===== config.mk =====
export PLATFORM = sky130hd
export DESIGN_NAME = dds_sweep_track_ctrl_flat
export DESIGN_NICKNAME = d
export VERILOG_FILES = /design/src/rtl/dds_sweep_track_ctrl_if.sv /design/src/rtl/dds_sweep_track_ctrl.sv /design/src/flat_wrapper.sv
export SDC_FILE = /design/constraint.sdc
export NUM_CORES = 1
export LEC_CHECK = 0
export CAP_MARGIN = 20
export CORE_UTILIZATION = 50
export DETAILED_ROUTE_END_ITERATION = 7
export PLACE_DENSITY = 0.75
export SYNTH_ARGS = -nofsm -noshare
export SYNTH_HDL_FRONTEND = slang
export SYNTH_SLANG_ARGS = --single-unit

===== constraint.sdc =====
create_clock -name clk_i -period 8.1 [get_ports clk_i]
set_clock_uncertainty 0.2 [all_clocks]
set_input_delay 1.62 -clock clk_i [delete_from_list [all_inputs] [get_ports clk_i]]
set_output_delay 1.62 -clock clk_i [all_outputs]
set_load 0.01 [all_outputs]

===== src/rtl/dds_sweep_track_ctrl_if.sv =====
// Programming/control bundle between the carrier-recovery loop and the DDS increment controller.
// The master side drives config and loop inputs; the slave (controller) drives the DDS bus.
interface dds_sweep_track_ctrl_if #(
  parameter int unsigned W = 24
);
  logic         start;
  logic         stop;
  logic [W-1:0] cfg_center;
  logic [W-1:0] cfg_span;
  logic [W-1:0] cfg_step;
  logic         lock;
  logic         corr_valid;
  logic [W-1:0] corr;
  logic [W-1:0] dds_data;
  logic         dds_we;
  logic [4:0]   dds_addr;
  logic         dds_ce;
  logic [1:0]   state;
  logic [W-1:0] cur_inc;

  modport master (
    output start, stop, cfg_center, cfg_span, cfg_step, lock, corr_valid, corr,
    input  dds_data, dds_we, dds_addr, dds_ce, state, cur_inc
  );

  modport slave (
    input  start, stop, cfg_center, cfg_span, cfg_step, lock, corr_valid, corr,
    output dds_data, dds_we, dds_addr, dds_ce, state, cur_inc
  );
endinterface


===== src/rtl/dds_sweep_track_ctrl.sv =====
// DDS phase-increment controller: stepped sweep inside [lo,hi] until lock, then
// centre+correction tracking, falling back to the sweep after a sustained loss of lock.
module dds_sweep_track_ctrl #(
  parameter int unsigned W        = 24,
  parameter int unsigned DWELL    = 1024,
  parameter int unsigned LOSS_CNT = 16
) (
  input  logic                    clk_i,
  input  logic                    rst_i,
  dds_sweep_track_ctrl_if.slave   bus_io
);

  localparam int unsigned DwW   = $clog2(DWELL);
  localparam int unsigned LossW = $clog2(LOSS_CNT + 1);
  localparam logic [DwW-1:0]   DwellLast = DwW'(DWELL - 1);
  localparam logic [LossW-1:0] LossLast  = LossW'(LOSS_CNT - 1);

  typedef enum logic [1:0] {StIdle = 2'd0, StSweep = 2'd1, StTrack = 2'd2} state_e;

  state_e           state_q;
  logic [W-1:0]     inc_q;
  logic             we_q;
  logic             ce_q;
  logic [DwW-1:0]   dwell_q;
  logic [LossW-1:0] loss_q;

  logic [W:0]   lo_diff, hi_sum, step_sum;
  logic [W+1:0] trk_sum;
  logic [W-1:0] lo, hi, step_next, trk_val;

  always_comb begin
    lo_diff = {1'b0, bus_io.cfg_center} - {1'b0, bus_io.cfg_span};
    hi_sum  = {1'b0, bus_io.cfg_center} + {1'b0, bus_io.cfg_span};
    // Borrow out of the subtraction means center < span: clamp to zero.
    lo = lo_diff[W] ? '0 : lo_diff[W-1:0];
    hi = hi_sum[W] ? '1 : hi_sum[W-1:0];

    step_sum  = {1'b0, inc_q} + {1'b0, bus_io.cfg_step};
    step_next = (step_sum > {1'b0, hi}) ? lo : step_sum[W-1:0];

    // Signed W+2 sum; the top bit set means a negative result.
    trk_sum = {2'b00, bus_io.cfg_center} + {{2{bus_io.corr[W-1]}}, bus_io.corr};
    if (trk_sum[W+1] || (trk_sum[W:0] < {1'b0, lo})) begin
      trk_val = lo;
    end else if (trk_sum[W:0] > {1'b0, hi}) begin
      trk_val = hi;
    end else begin
      trk_val = trk_sum[W-1:0];
    end
  end

  always_ff @(posedge clk_i or posedge rst_i) begin
    if (rst_i) begin
      state_q <= StIdle;
      inc_q   <= '0;
      we_q    <= 1'b0;
      ce_q    <= 1'b0;
      dwell_q <= '0;
      loss_q  <= '0;
    end else begin
      ce_q <= 1'b1;
      we_q <= 1'b0;
      if (bus_io.stop) begin
        state_q <= StIdle;
      end else if (bus_io.start) begin
        inc_q   <= lo;
        we_q    <= 1'b1;
        dwell_q <= '0;
        state_q <= StSweep;
      end else begin
        case (state_q)
          StSweep: begin
            if (bus_io.lock) begin
              state_q <= StTrack;
              loss_q  <= '0;
            end else if (dwell_q == DwellLast) begin
              inc_q   <= step_next;
              we_q    <= 1'b1;
              dwell_q <= '0;
            end else begin
              dwell_q <= dwell_q + 1'b1;
            end
          end
          StTrack: begin
            if (bus_io.corr_valid) begin
              inc_q <= trk_val;
              we_q  <= 1'b1;
            end
            if (bus_io.lock) begin
              loss_q <= '0;
            end else if (loss_q == LossLast) begin
              loss_q  <= '0;
              dwell_q <= '0;
              state_q <= StSweep;
            end else begin
              loss_q <= loss_q + 1'b1;
            end
          end
          default: ;
        endcase
      end
    end
  end

  assign bus_io.dds_data = inc_q;
  assign bus_io.cur_inc  = inc_q;
  assign bus_io.dds_we   = we_q;
  assign bus_io.dds_ce   = ce_q;
  assign bus_io.dds_addr = 5'd0;
  assign bus_io.state    = state_q;

endmodule


===== src/flat_wrapper.sv =====
// flat-port wrapper written by rule: the top's interface ports become plain ports
module dds_sweep_track_ctrl_flat 
#(
  parameter int unsigned W        = 24,
  parameter int unsigned DWELL    = 1024,
  parameter int unsigned LOSS_CNT = 16
)
  (clk_i, rst_i, bus_io_start, bus_io_stop, bus_io_cfg_center, bus_io_cfg_span, bus_io_cfg_step, bus_io_lock, bus_io_corr_valid, bus_io_corr, bus_io_dds_data, bus_io_dds_we, bus_io_dds_addr, bus_io_dds_ce, bus_io_state, bus_io_cur_inc);
  dds_sweep_track_ctrl_if #(.W(W)) bus_io_i ();
  input  logic clk_i;
  input  logic rst_i;
  input wire logic [$bits(bus_io_i.start)-1:0] bus_io_start;
  input wire logic [$bits(bus_io_i.stop)-1:0] bus_io_stop;
  input wire logic [$bits(bus_io_i.cfg_center)-1:0] bus_io_cfg_center;
  input wire logic [$bits(bus_io_i.cfg_span)-1:0] bus_io_cfg_span;
  input wire logic [$bits(bus_io_i.cfg_step)-1:0] bus_io_cfg_step;
  input wire logic [$bits(bus_io_i.lock)-1:0] bus_io_lock;
  input wire logic [$bits(bus_io_i.corr_valid)-1:0] bus_io_corr_valid;
  input wire logic [$bits(bus_io_i.corr)-1:0] bus_io_corr;
  output wire logic [$bits(bus_io_i.dds_data)-1:0] bus_io_dds_data;
  output wire logic [$bits(bus_io_i.dds_we)-1:0] bus_io_dds_we;
  output wire logic [$bits(bus_io_i.dds_addr)-1:0] bus_io_dds_addr;
  output wire logic [$bits(bus_io_i.dds_ce)-1:0] bus_io_dds_ce;
  output wire logic [$bits(bus_io_i.state)-1:0] bus_io_state;
  output wire logic [$bits(bus_io_i.cur_inc)-1:0] bus_io_cur_inc;
  assign bus_io_i.start = bus_io_start;
  assign bus_io_i.stop = bus_io_stop;
  assign bus_io_i.cfg_center = bus_io_cfg_center;
  assign bus_io_i.cfg_span = bus_io_cfg_span;
  assign bus_io_i.cfg_step = bus_io_cfg_step;
  assign bus_io_i.lock = bus_io_lock;
  assign bus_io_i.corr_valid = bus_io_corr_valid;
  assign bus_io_i.corr = bus_io_corr;
  assign bus_io_dds_data = bus_io_i.dds_data;
  assign bus_io_dds_we = bus_io_i.dds_we;
  assign bus_io_dds_addr = bus_io_i.dds_addr;
  assign bus_io_dds_ce = bus_io_i.dds_ce;
  assign bus_io_state = bus_io_i.state;
  assign bus_io_cur_inc = bus_io_i.cur_inc;
  dds_sweep_track_ctrl #(.W(W), .DWELL(DWELL), .LOSS_CNT(LOSS_CNT)) u_core (.clk_i(clk_i), .rst_i(rst_i), .bus_io(bus_io_i));
endmodule

After elaboration in Yosys (flattened, before gate mapping)
Index checks and enable logic that the tools add are counted.
- add/subtract/negate cells: 6
- multipliers: 0
- div/mod/pow operators: 0
- $lt $le $gt $ge: 3
- equality and inequality tests: 13
- shift-type cells: 0
- muxes and demuxes: 32
- bitwise logic cells: 2
- reduce and logical (&&, ||, !) cells: 8
- operators with widths (kind ; count):
    $mux 24 ; 9
    $add 24x24->25 ; 2
    $gt 25x24->1 ; 2
    $mux 10 ; 5
    $pmux 24 s2 ; 1
    $add 25x24->26 ; 1
    $lt 25x24->1 ; 1
    $sub 24x24->25 ; 1
    $pmux 10 s2 ; 1
    $mux 5 ; 3
    $add 10x1->10 const B ; 1
    $eq 10x10->1 const B ; 1
    $mux 2 ; 5
    $pmux 5 s2 ; 1
    $reduce_and 5->1 ; 2
    $ne 3x3->1 const B ; 3
    $ne 4x4->1 const B ; 2
    $reduce_and 4->1 ; 2
    $ne 3x2->1 const B ; 2
    $add 5x1->5 const B ; 1
    $eq 5x4->1 const B ; 1
    $mux 1 ; 5
    $ne 4x3->1 const B ; 1
    $pmux 2 s2 ; 1
    9 further kinds ; 10
- flip-flop bits (word level): 43
- bits in latches: 0
- memory bits (writable): 0
- ROM bits: 0
- input bits: 102
- output and inout port bits: 57
- logic and storage cells: 70
- memories: 0

Depth between registers and ports, before layout
Gate-level depths: netlist (run 1).
- word-level depth: 8
- mapped depth: 27
- mapped depth without buffers: 25

Worst setup path after synthesis (run 1)
OpenSTA, ideal clock, no wires.
- kind: input port to flip-flop
- start: input bus_io_cfg_span[10]
- end: register u_core.inc_q[0] (netlist: u_core.bus_io.cur_inc[0])
- setup time: 0.129 ns
- arrival time: 6.566 ns
- required time: 7.771 ns
- setup slack: 1.205 ns
- stages: 24
- path buffers: 4
- cell sequence: inv_1 ha_1 clkbuf_1 or2_1 o21bai_1 a2111oi_2 o41ai_4 nand2_2 clkbuf_1 clkbuf_1 nor2_1 ha_1 nand3_1 nor2_1 nand3_1 or3_1 mux2_2 a211oi_1 nand3_1 o21ai_1 clkbuf_1 mux2i_1 o32ai_1 a21oi_1
- longest elaborated chain between the ends: 8
- elaborated cells between the ends (all ways): 16
- classes of those cells: 2 x add/sub; 3 x order compare; 10 x mux; 1 x reduce/logical
- ends and longest elaborated chain (what ; line ; RTL):
    start: declaration ; flat_wrapper.sv:15 ; input wire logic [$bits(bus_io_i.cfg_span)-1:0] bus_io_cfg_span;
    $add 24x24->25 / $sub 24x24->25 (equally long branches) ; dds_sweep_track_ctrl.sv:33, dds_sweep_track_ctrl.sv:32 ;
    $mux 24, on equally long branches ; dds_sweep_track_ctrl.sv:36, dds_sweep_track_ctrl.sv:35 ;
    $gt 25x24->1 (tied with other cells) ; dds_sweep_track_ctrl.sv:45 ; end else if (trk_sum[W:0] > {1'b0, hi}) begin
    $mux 24 (tied with other cells) ; dds_sweep_track_ctrl.sv:45 ;
    $mux 24, on equally long branches ; dds_sweep_track_ctrl.sv:43, dds_sweep_track_ctrl.sv:76 ;
    $mux 24, on equally long branches ; dds_sweep_track_ctrl.sv:85, dds_sweep_track_ctrl.sv:73 ;
    $pmux 24 s2 ; dds_sweep_track_ctrl.sv:71 ; case (state_q)
    $mux 24 * ; dds_sweep_track_ctrl.sv:65 ; end else if (bus_io.start) begin
    end signal: assignment ; dds_sweep_track_ctrl.sv:66 ; inc_q <= lo;
    end signal: assignment ; dds_sweep_track_ctrl.sv:77 ; inc_q <= step_next;
    end signal: assignment ; dds_sweep_track_ctrl.sv:86 ; inc_q <= trk_val;
    end: declaration ; dds_sweep_track_ctrl.sv:21 ; logic [W-1:0] inc_q;
Mark *: on every way between the ends. The rest lies on a longest branch, timed or not. The select of a mux whose other input is x is not followed.
A chain may end at the register's enable or synchronous reset.

Final worst setup path (run 1)
- start: input bus_io_cfg_center[0]
- end: register u_core.inc_q[5] (netlist: u_core.bus_io.cur_inc[5])
- longest elaborated chain between the ends: 8
- elaborated cells between the ends (all ways): 17
- classes of those cells: 3 x add/sub; 3 x order compare; 10 x mux; 1 x reduce/logical
- ends and longest elaborated chain (what ; line ; RTL):
    start: declaration ; flat_wrapper.sv:14 ; input wire logic [$bits(bus_io_i.cfg_center)-1:0] bus_io_cfg_center;
    $add 24x24->25 / $sub 24x24->25 (equally long branches) ; dds_sweep_track_ctrl.sv:33, dds_sweep_track_ctrl.sv:32 ;
    $mux 24, on equally long branches ; dds_sweep_track_ctrl.sv:36, dds_sweep_track_ctrl.sv:35 ;
    $gt 25x24->1 (tied with other cells) ; dds_sweep_track_ctrl.sv:45 ;
    $mux 24 (tied with other cells) ; dds_sweep_track_ctrl.sv:45 ;
    $mux 24, on equally long branches ; dds_sweep_track_ctrl.sv:43, dds_sweep_track_ctrl.sv:76 ;
    $mux 24, on equally long branches ; dds_sweep_track_ctrl.sv:85, dds_sweep_track_ctrl.sv:73 ;
    $pmux 24 s2 ; dds_sweep_track_ctrl.sv:71 ;
    $mux 24 * ; dds_sweep_track_ctrl.sv:65 ;
Marks and branches as above.

==> impl_metrics.yaml, run 1 <==
worst_hold_path:
  min_path_type: "reg2reg"
  holdPathStages: 1
clock_network:
  cts_setup_buffers: 0
  cts_tree: "done"
  path_clk_slew_ps: 60
  clock_latency_ps: 290
  cts.repair.resized: 0
  clockRootBuffer: "clkbuf_16"
  cts.sinks: 43
  cts_made_buffers: 5
  postCtsHoldBufs: 0
  htree_levels: 2
  clockBufferDepth: 2
sta:
  fin_crit_sh: 0.935
  rsz0062_at_grt: "no"
  fin_setup_tns_ps: 0
  hold_viol: 0
  setup_viol: 0
  maxSlewViolCount: 0
  worstMarginPinSlew_ps: 851
  relSlewSlack: 0.426
  timing.fmax_ghz: 0.132
  period_needed_ps: 7580
final_layout:
  multi_input_area_mm2: 0.00836
  nNetsFinal: 1757
  fillCellCount: 1888
  fin_util: 0.605
  seq_area_mm2: 0.00108
  drive_gt1_frac: 0.0382
  antenna_cells: 0
  area_delta_synth_final_pct: 17.8
floorplan:
  coreArea_mm2: 0.0197
  die_area_mm2: 0.0208
  io_pins: 159
  die_h_um: 144
  rows: 51
  die_x_um: 144
  start_util: 0.514
job:
  drv_cap: 0
synthesis:
  synth_mux_area_frac: 0.0133
  synth_cells: 1380
  yosysSeqAreaShare: 0.107
  synth_fa_ha_area_frac: 0.210
  synth.avg_cell_area_um2: 7.32
  synth-main-ff-cell: "dfrtp_1"
  synth-simple-area-share: 0.252
  synth_top_area_cell: "ha_1"
  yosysWarnings: 0
  synth_xor_area_frac: 0.0685
  synth_edf_count: 0
  syn_area_mm2: 0.0101
  synth.distinct_cells: 86
  synth_top_area_share: 0.199
  ys_ff_latch: 43
  async_reset_ff_frac: 1.00
  synth_area_leaders: "ha_1, dfrtp_1, xnor2_1, nor2_1, a21oi_1"
  synth_compound_area_frac: 0.281
  synth_top_family_by_area: "compound AO/OA/AOI/OAI gates"
routing:
  drtAntennaViolNets: 0
  postRouteWirelength_um: 30500
  vias: 10700
  via_per_inst: 6.09
  drtIter0Drc: 825
  route.detailed.drc: 0
  drt_pass1_iterations: 6
  wl_per_cell_um: 17.4
global_route:
  grt_max_degree: 44
  grt_first_pass_wirelength_um: 48400
  antenna_found_initial: 0
  grt_pass1_vias: 9824
  grt_util_all_layers: 0.293
  gr-total-overflow: 0
setup_path:
  critPathKind: "in2reg"
  crit_path_max_fanout: 14
  worstPathArrival_ps: 7550
  start_kind: "input port"
  cp-end-kind: "flop"
  worstPathRequired_ps: 8080
  reg2reg_depth: 20
power:
  irDropWorstVdd_mv: 0.113
  p_per_area_mw_per_mm2: 225
  power_leakage_nw: 5.28
outcome:
  status: "complete, no violations"
placed_design:
  routabilityCongestion: 0.949
  dp_hpwl_um: 25500
  portBuffers: 153
-- flip-flops by register name, indices dropped and copies added, names as in the netlist --
| register | cells |
|---|---|
| u_core.bus_io.cur_inc | 24 |
| u_core.dwell_q | 10 |
| u_core.loss_q | 5 |
| u_core.bus_io.state | 2 |
| u_core.bus_io.dds_ce | 1 |
| u_core.bus_io.dds_we | 1 |
-- cell usage after synthesis (all sizes together) (6+ instances only) --
library cell  count
ha              161
nor2            140
nand2            98
a21oi            96
o21ai            80
inv              70
xnor2            63
nand3            53
a21o             46
dfrtp            43
and3             41
buf              40
clkbuf           38
a31oi            37
nor3             33
nand2b           30
nor2b            25
a211oi           24
or3              23
o21bai           16
xor2             16
nand4            15
o31ai            14
o211ai           12
and2             11
mux2i            10
o21a             10
nor4              9
o32a              9
or2               9
nor3b             6
o2111ai           6
o311a             6
-- routing by layer --
metal	vias up	GRT usage	wire length, µm
met4	0	0.0974	930
met5	-	0	0
met2	393	0.485	13600
li1	5288	-	-
met3	52	0.0205	1690
met1	4955	0.400	14300
-- where the power goes --
group	leakage [nW]	switching [mW]	internal, mW
combinational	4.68	1.16	0.954
sequential	0.541	0.0901	0.275
clock	0.0669	0.0846	0.114
total	5.28	1.33	1.34
-- kinds of logic after synthesis --
group,after synthesis
simple gates,508
compound gates,419
fa+ha+maj,168
buf+inv,148
xor+xnor,79
flops,43
mux,13
other cells,2
-- metrics by stage --
stage / setup WS, ps / instances / area, µm² / power (mW) / hold WS [ps]
floorplan: 1200 / 1384 / 10100 / 1.81 / 251
global placement: 459 / 1748 / 11800 / 2.41 / 268
detailed placement: 280 / 1748 / 11800 / 2.44 / 283
CTS: 581 / 1756 / 11900 / 2.65 / 289
global route: 86.7 / 1756 / 11900 / 2.91 / 303
finish: 523 / 1756 / 11900 / 2.67 / 280
-- cells in the final DEF, fill, tap and decap left out, types with 14 or more instances in the layout --
cell type	synthesis	final
a211oi_1	23	23
a21o_1	46	46
a21oi_1	96	96
a31oi_1	37	37
and3_1	41	41
buf_4	30	23
clkdlybuf4s50_1	0	153
dfrtp_1	43	43
ha_1	161	161
inv_1	69	68
nand2_1	97	97
nand2b_1	30	30
nand3_1	53	53
nand4_1	15	15
nor2_1	140	139
nor2b_1	25	25
nor3_1	33	33
o21ai_0	71	71
o21bai_1	16	16
o31ai_1	14	14
or3_1	23	23
xnor2_1	63	63
xor2_1	16	16
-- cell type report --
type | count | area share
clock inverter | 2 | 0.00105
timing repair buffer | 177 | 0.145
clock buffer | 6 | 0.0108
multi-input combinational | 1193 | 0.703
sequential | 43 | 0.0905
inverter | 70 | 0.0221
tap | 265 | 0.0279
-- path summary, 6_finish.rpt --
check,start,end,slack (ps)
setup / recovery,bus_io_cfg_center[0],u_core.bus_io.cur_inc[5],520
min in group asynchronous,rst_i,u_core.loss_q[0],1570
hold / removal,u_core.dwell_q[8],u_core.dwell_q[8],280
max in group asynchronous,rst_i,u_core.dwell_q[2],5720
setup reg to reg,u_core.bus_io.cur_inc[8],u_core.bus_io.cur_inc[4],2300
hold reg to reg,u_core.dwell_q[8],u_core.dwell_q[8],280
-- worst max-delay path, cell delays in order --
cell             delay (ps)
clkdlybuf4s50_1         510
inv_1                    50
ha_1                    210
fa_1                    400
nand2b_1                190
a21oi_1                 280
o2111ai_1               170
nand2_1                 180
a41oi_1                 220
nor4_1                  310
or2_2                   370
nand2_1                 160
ha_1                    340
a21oi_1                 160
a21oi_1                  90
a211o_1                 280
a211oi_1                270
o21ai_0                 150
a21o_1                  180
a21oi_1                 160
a21oi_1                 160
and2_1                  380
nor2_1                  340
a31oi_1                  80
o32a_1                  300
Power figures use the tool's default switching activity.
==> run 2, diff against run 1 <==
Settings changed: CAP_MARGIN 20 to unset, MAX_ROUTING_LAYER set to met4, SLEW_MARGIN set to 20.
==> run 2 against run 1 <==
Routed wire length up 0.92%. Non-clock buffer count up 1. First-iteration DRC count down 1.9%. Register-to-register slack worse by 30 ps. Maximum frequency down 0.23%. Clock power about the same. Design area about the same. Power up 0.43%. Via count up 0.16%. Sequential share of layout area about the same. Core utilization about the same. Largest power group unchanged.
==> impl_metrics.yaml, run 2 (synthesis gave the netlist of run 1 again) <==
outcome:
  status: "complete, no violations"
floorplan:
  coreArea_mm2: 0.0197
  die_area_mm2: 0.0208
  start_util: 0.514
  die_h_um: 144
  die_x_um: 144
  rows: 51
  io_pins: 159
setup_path:
  worstPathArrival_ps: 7570
  cp-startpoint: "bus_io_cfg_center[0]"
  start_kind: "input port"
  reg2reg_depth: 20
  reg2reg_from: "u_core.bus_io.cur_inc[8]"
  crit_slowest_cell: "clkdlybuf4s50_1"
  cp_num_cells: 23
  critPathMaxStageDelay_ps: 510
  timing.critical_path.buf_inv: 2
  worstPathRequired_ps: 8070
  cp-end-kind: "flop"
  crit_path_max_fanout: 14
  cp_cell_sequence: "clkdlybuf4s50_1, inv_1, ha_1, fa_1, nand2b_1, a21oi_1, o2111ai_1, nand2_1, a41oi_1, nor4_1, or2_2, o311ai_0, ha_1, and4_1, nand2_1, nor3_1, nand3_1, a21o_1, a21o_1, a21oi_1, and2_1, nor2_1, o32a_1"
  critPathKind: "in2reg"
  crit_family: "simple AND/OR/NAND/NOR gates"
routing:
  wl_met1_um: 14100
  vias: 10700
  drtAntennaViolNets: 0
  via_per_inst: 6.09
  postRouteWirelength_um: 30800
  drtIter0Drc: 809
  top_layer: "met4"
  wl_per_cell_um: 17.5
  met3WireLength_um: 1820
  route.detailed.drc: 0
  dr_wl_met2_um: 14000
  drt_pass1_iterations: 5
clock_network:
  cts.sinks: 43
  clockBufferDepth: 2
  htree_levels: 2
  clockRootBuffer: "clkbuf_16"
  cts_made_buffers: 5
  postCtsHoldBufs: 0
  cts_setup_buffers: 0
  cts.repair.resized: 0
  path_clk_slew_ps: 60
  cts_tree: "done"
  clock_latency_ps: 290
final_layout:
  nNetsFinal: 1758
  final_common_cell: "ha_1"
  final_cell_mix: "ha_1, clkdlybuf4s50_1, nor2_1"
  area_delta_synth_final_pct: 17.9
  fin_util: 0.606
  drive_gt1_frac: 0.0389
  antenna_cells: 0
  largest_reg_flops: 24
sta:
  period_needed_ps: 7590
  hold_viol: 0
  rsz0062_at_grt: "no"
  fin_ws_ps: 506
  worstMarginPinSlew_ps: 836
  timing.hold.ws_ps: 303
  maxSlewViolCount: 0
  fin_setup_tns_ps: 0
  relSlewSlack: 0.436
  fin_crit_sh: 0.938
  setup_viol: 0
  timing.fmax_ghz: 0.132
global_route:
  grt_max_degree: 44
  grt_pass1_vias: 9797
  gr-total-overflow: 0
  grt_first_pass_wirelength_um: 48500
  grt_util_all_layers: 0.302
  antenna_found_initial: 0
worst_hold_path:
  hp-start: "u_core.dwell_q[8]"
  min_path_type: "reg2reg"
  holdPathStages: 1
power:
  irDropWorstVdd_mv: 0.115
  power_leakage_nw: 5.29
  p_per_area_mw_per_mm2: 226
  p_total_mw: 2.69
placed_design:
  portBuffers: 153
  pre_cts_slack_ps: 270
  dp_hpwl_um: 26000
  routabilityCongestion: 0.949
job:
  drv_cap: 0
## run 2: cell types whose count changed in the layout (fill, tap and decap cells not counted)
cell / delta
buf_4: +1
## run 2: final cells by class
class,instances,area (µm²)
sequential,43,1080
multi-input combinational,1193,8360
clock inverter,2,12.5
clock buffer,6,129
inverter,70,263
timing repair buffer,178,1730
fill,1895,7750
tap,265,332
## run 2: worst register-to-register path: stages (launching register included)
cell and delay [ps]:
dfrtp_1 430, ha_1 390, a21oi_1 180, o21ai_0 160
a2111oi_0 520, o21ai_0 250, a221o_1 410, a21o_1 200
a21oi_1 220, o21ai_0 120, a21oi_1 180, xnor2_1 190
ha_1 290, and3_1 160, a221o_1 330, a21oi_1 110
nand3_1 140, o21ai_0 370, and2_1 440, nor2_1 120
o32a_1 340
## run 2: power breakdown
part	switching, mW	total, mW	internal, mW
clock network	0.0842	0.198	0.114
logic	1.16	2.12	0.958
registers	0.0904	0.366	0.275
total	1.34	2.69	1.35
## run 2: final timing paths
kind                                             to  slack (ps)
min                               u_core.dwell_q[8]         300
max                        u_core.bus_io.cur_inc[6]         510
min in group asynchronous      u_core.bus_io.dds_ce        1580
max in group asynchronous    u_core.bus_io.state[0]        5720
min reg2reg                       u_core.dwell_q[8]         300
max reg2reg                u_core.bus_io.cur_inc[6]        2270
## run 2: stage by stage
stage,std cells,area [µm²]
final,1757,11900
after global routing,1757,11900
after CTS,1757,11900
after detailed placement,1749,11800
after global placement,1749,11800
after floorplan,1384,10100
## run 2: routing by layer
metal  vias up  global-route usage
met1      4942               0.399
met4         0               0.102
li1       5296                   -
met5         -                   -
met2       413               0.489
met3        54              0.0182
==> run 3, diff against run 2 <==
Settings changed: CORE_UTILIZATION 50 to 61, PLACE_DENSITY 0.75 to 0.89.
==> run 3 against run 2 <==
Hold slack better by 3.4 ps. Sequential power about the same. Routed wire length increased by 3.0%. Core utilization is 13 points higher. Combinational power about the same. Clock power rose by 2%. Largest power group unchanged. Register-to-register slack better by 150 ps. Cell count down 3.1%. Highest routed layer unchanged. First-iteration DRC count is 14% higher. Global-route usage grew 7.6 points. Die area is 18% lower. Non-clock buffer count is 5 lower.
==> impl_metrics.yaml, run 3 (synthesis gave the netlist of run 1 again) <==
clock_network:
  clockRootBuffer: "clkbuf_16"
  cts_setup_buffers: 0
  clockBufferDepth: 2
  path_clk_slew_ps: 60
  cts_tree: "done"
  htree_levels: 2
  cts.sinks: 43
  postCtsHoldBufs: 0
  clock_latency_ps: 290
  cts_made_buffers: 5
final_layout:
  nNetsFinal: 1753
  fillCellCount: 1319
  area_delta_synth_final_pct: 16.8
  drive_gt1_frac: 0.0377
  antenna_cells: 0
  final_cell_mix: "ha_1, clkdlybuf4s50_1, nor2_1"
  final_common_cell: "ha_1"
  largest_reg_flops: 24
  postLayoutCellArea_mm2: 0.0118
setup_path:
  cp-end-kind: "flop"
  critPathKind: "in2reg"
  r2r-end: "u_core.bus_io.cur_inc[21]"
  cpMostUsedCell: "a21oi_1"
  crit_slowest_cell: "clkdlybuf4s50_1"
  reg2reg_from: "u_core.bus_io.cur_inc[8]"
  r2r_setup_slack_ps: 2420
  worstPathArrival_ps: 7700
  crit_path_max_fanout: 14
  crit_family: "compound AO/OA/AOI/OAI gates"
  critPathMaxStageDelay_ps: 500
  worstPathRequired_ps: 8120
  start_kind: "input port"
  reg2reg_depth: 21
  timing.critical_path.buf_inv: 3
worst_hold_path:
  min_path_type: "reg2reg"
  hp-start: "u_core.dwell_q[8]"
  hold_end: "u_core.dwell_q[8]"
  holdPathStages: 1
routing:
  drtIter0Drc: 920
  route.detailed.drc: 0
  drt_pass1_iterations: 7
  via_per_inst: 6.49
  postRouteWirelength_um: 31700
  wl_per_cell_um: 18.6
  drtAntennaViolNets: 0
  vias: 11100
sta:
  maxSlewViolCount: 0
  relSlewSlack: 0.457
  rsz0062_at_grt: "no"
  fin_crit_sh: 0.949
  worstMarginPinSlew_ps: 806
  period_needed_ps: 7690
  timing.fmax_ghz: 0.130
  setup_viol: 0
  hold_viol: 0
floorplan:
  die_area_mm2: 0.0171
  start_util: 0.631
  die_x_um: 131
  coreArea_mm2: 0.0160
  io_pins: 159
  die_h_um: 131
  rows: 46
power:
  power_leakage_nw: 5.26
  irDropWorstVdd_mv: 0.154
  p_total_mw: 2.72
  p_per_area_mw_per_mm2: 230
global_route:
  grt_pass1_vias: 10300
  grt_first_pass_wirelength_um: 49800
  grt_max_degree: 38
  antenna_found_initial: 0
  gr-total-overflow: 0
  grt_util_all_layers: 0.378
placed_design:
  dp_hpwl_um: 26200
  routabilityCongestion: 0.998
  dpl-instance-area_mm2: 0.0116
  portBuffers: 153
outcome:
  status: "complete, no violations"
job:
  drv_cap: 0
## run 3: changes by cell type in the layout (fill, tap and decap cells not counted), sizes merged
cell | before | now
clkinvlp | 1 | 0
clkbuf | 6 | 7
buf | 25 | 20
## run 3: repair_timing
action                     in CTS  in global routing
setup endpoints to repair       0                 10
resized for setup               0                  5
hold endpoints to repair        0                  0
## run 3: final cells by class
cell class,instances,area [µm²],share of cell area
Multi-Input combinational cell,1193,8370,0.710
Timing Repair Buffer,173,1680,0.142
Sequential cell,43,1080,0.0912
Tap cell,216,270,0.0229
Inverter,70,263,0.0223
Clock buffer,7,133,0.0112
Clock inverter,1,5.00,0.000424
## run 3: per-stage QoR
step | cells | utilization | setup TNS [ps] | hold slack, ps | worst slack [ps]
floorplan | 1384 | - | 0 | 251 | 1200
global placement | 1695 | 0.728 | 0 | 276 | 12.0
detailed placement | 1695 | 0.728 | -79.1 | 301 | -79.1
CTS | 1703 | 0.737 | 0 | 312 | 181
global route | 1703 | 0.738 | 0 | 335 | 45.8
finish | 1703 | 0.738 | 0 | 307 | 415
## run 3: how the worst max path moves through the flow
stage                         start                       end  slack (ps)  cells past startpoint
2_1_floorplan   bus_io_cfg_span[10]  u_core.bus_io.cur_inc[0]        1200                     24
4_1_cts        bus_io_cfg_center[0]  u_core.bus_io.cur_inc[2]         180                     26
6_report       bus_io_cfg_center[0]  u_core.bus_io.cur_inc[2]         410                     26
3_5_place_dp   bus_io_cfg_center[0]  u_core.bus_io.cur_inc[2]         -80                     26
5_1_grt        bus_io_cfg_center[0]  u_core.bus_io.cur_inc[2]          50                     26
3_3_place_gp   bus_io_cfg_center[0]  u_core.bus_io.cur_inc[2]          10                     26
## run 3: power breakdown
part / internal, mW / leakage [nW] / switching (mW)
sequential: 0.275 / 0.541 / 0.0886
combinational: 0.957 / 4.65 / 1.19
clock: 0.114 / 0.0679 / 0.0874
## run 3: per-layer routing
| layer | part of all wire | vias up | track usage | wire (µm) |
|---|---|---|---|---|
| met5 | 0 | - | - | 0 |
| met4 | 0.037 | 0 | 0.156 | 1170 |
| met3 | 0.077 | 88 | 0.0383 | 2450 |
| met2 | 0.46 | 563 | 0.614 | 14500 |
| met1 | 0.43 | 5131 | 0.479 | 13500 |
| li1 | - | 5273 | - | - |
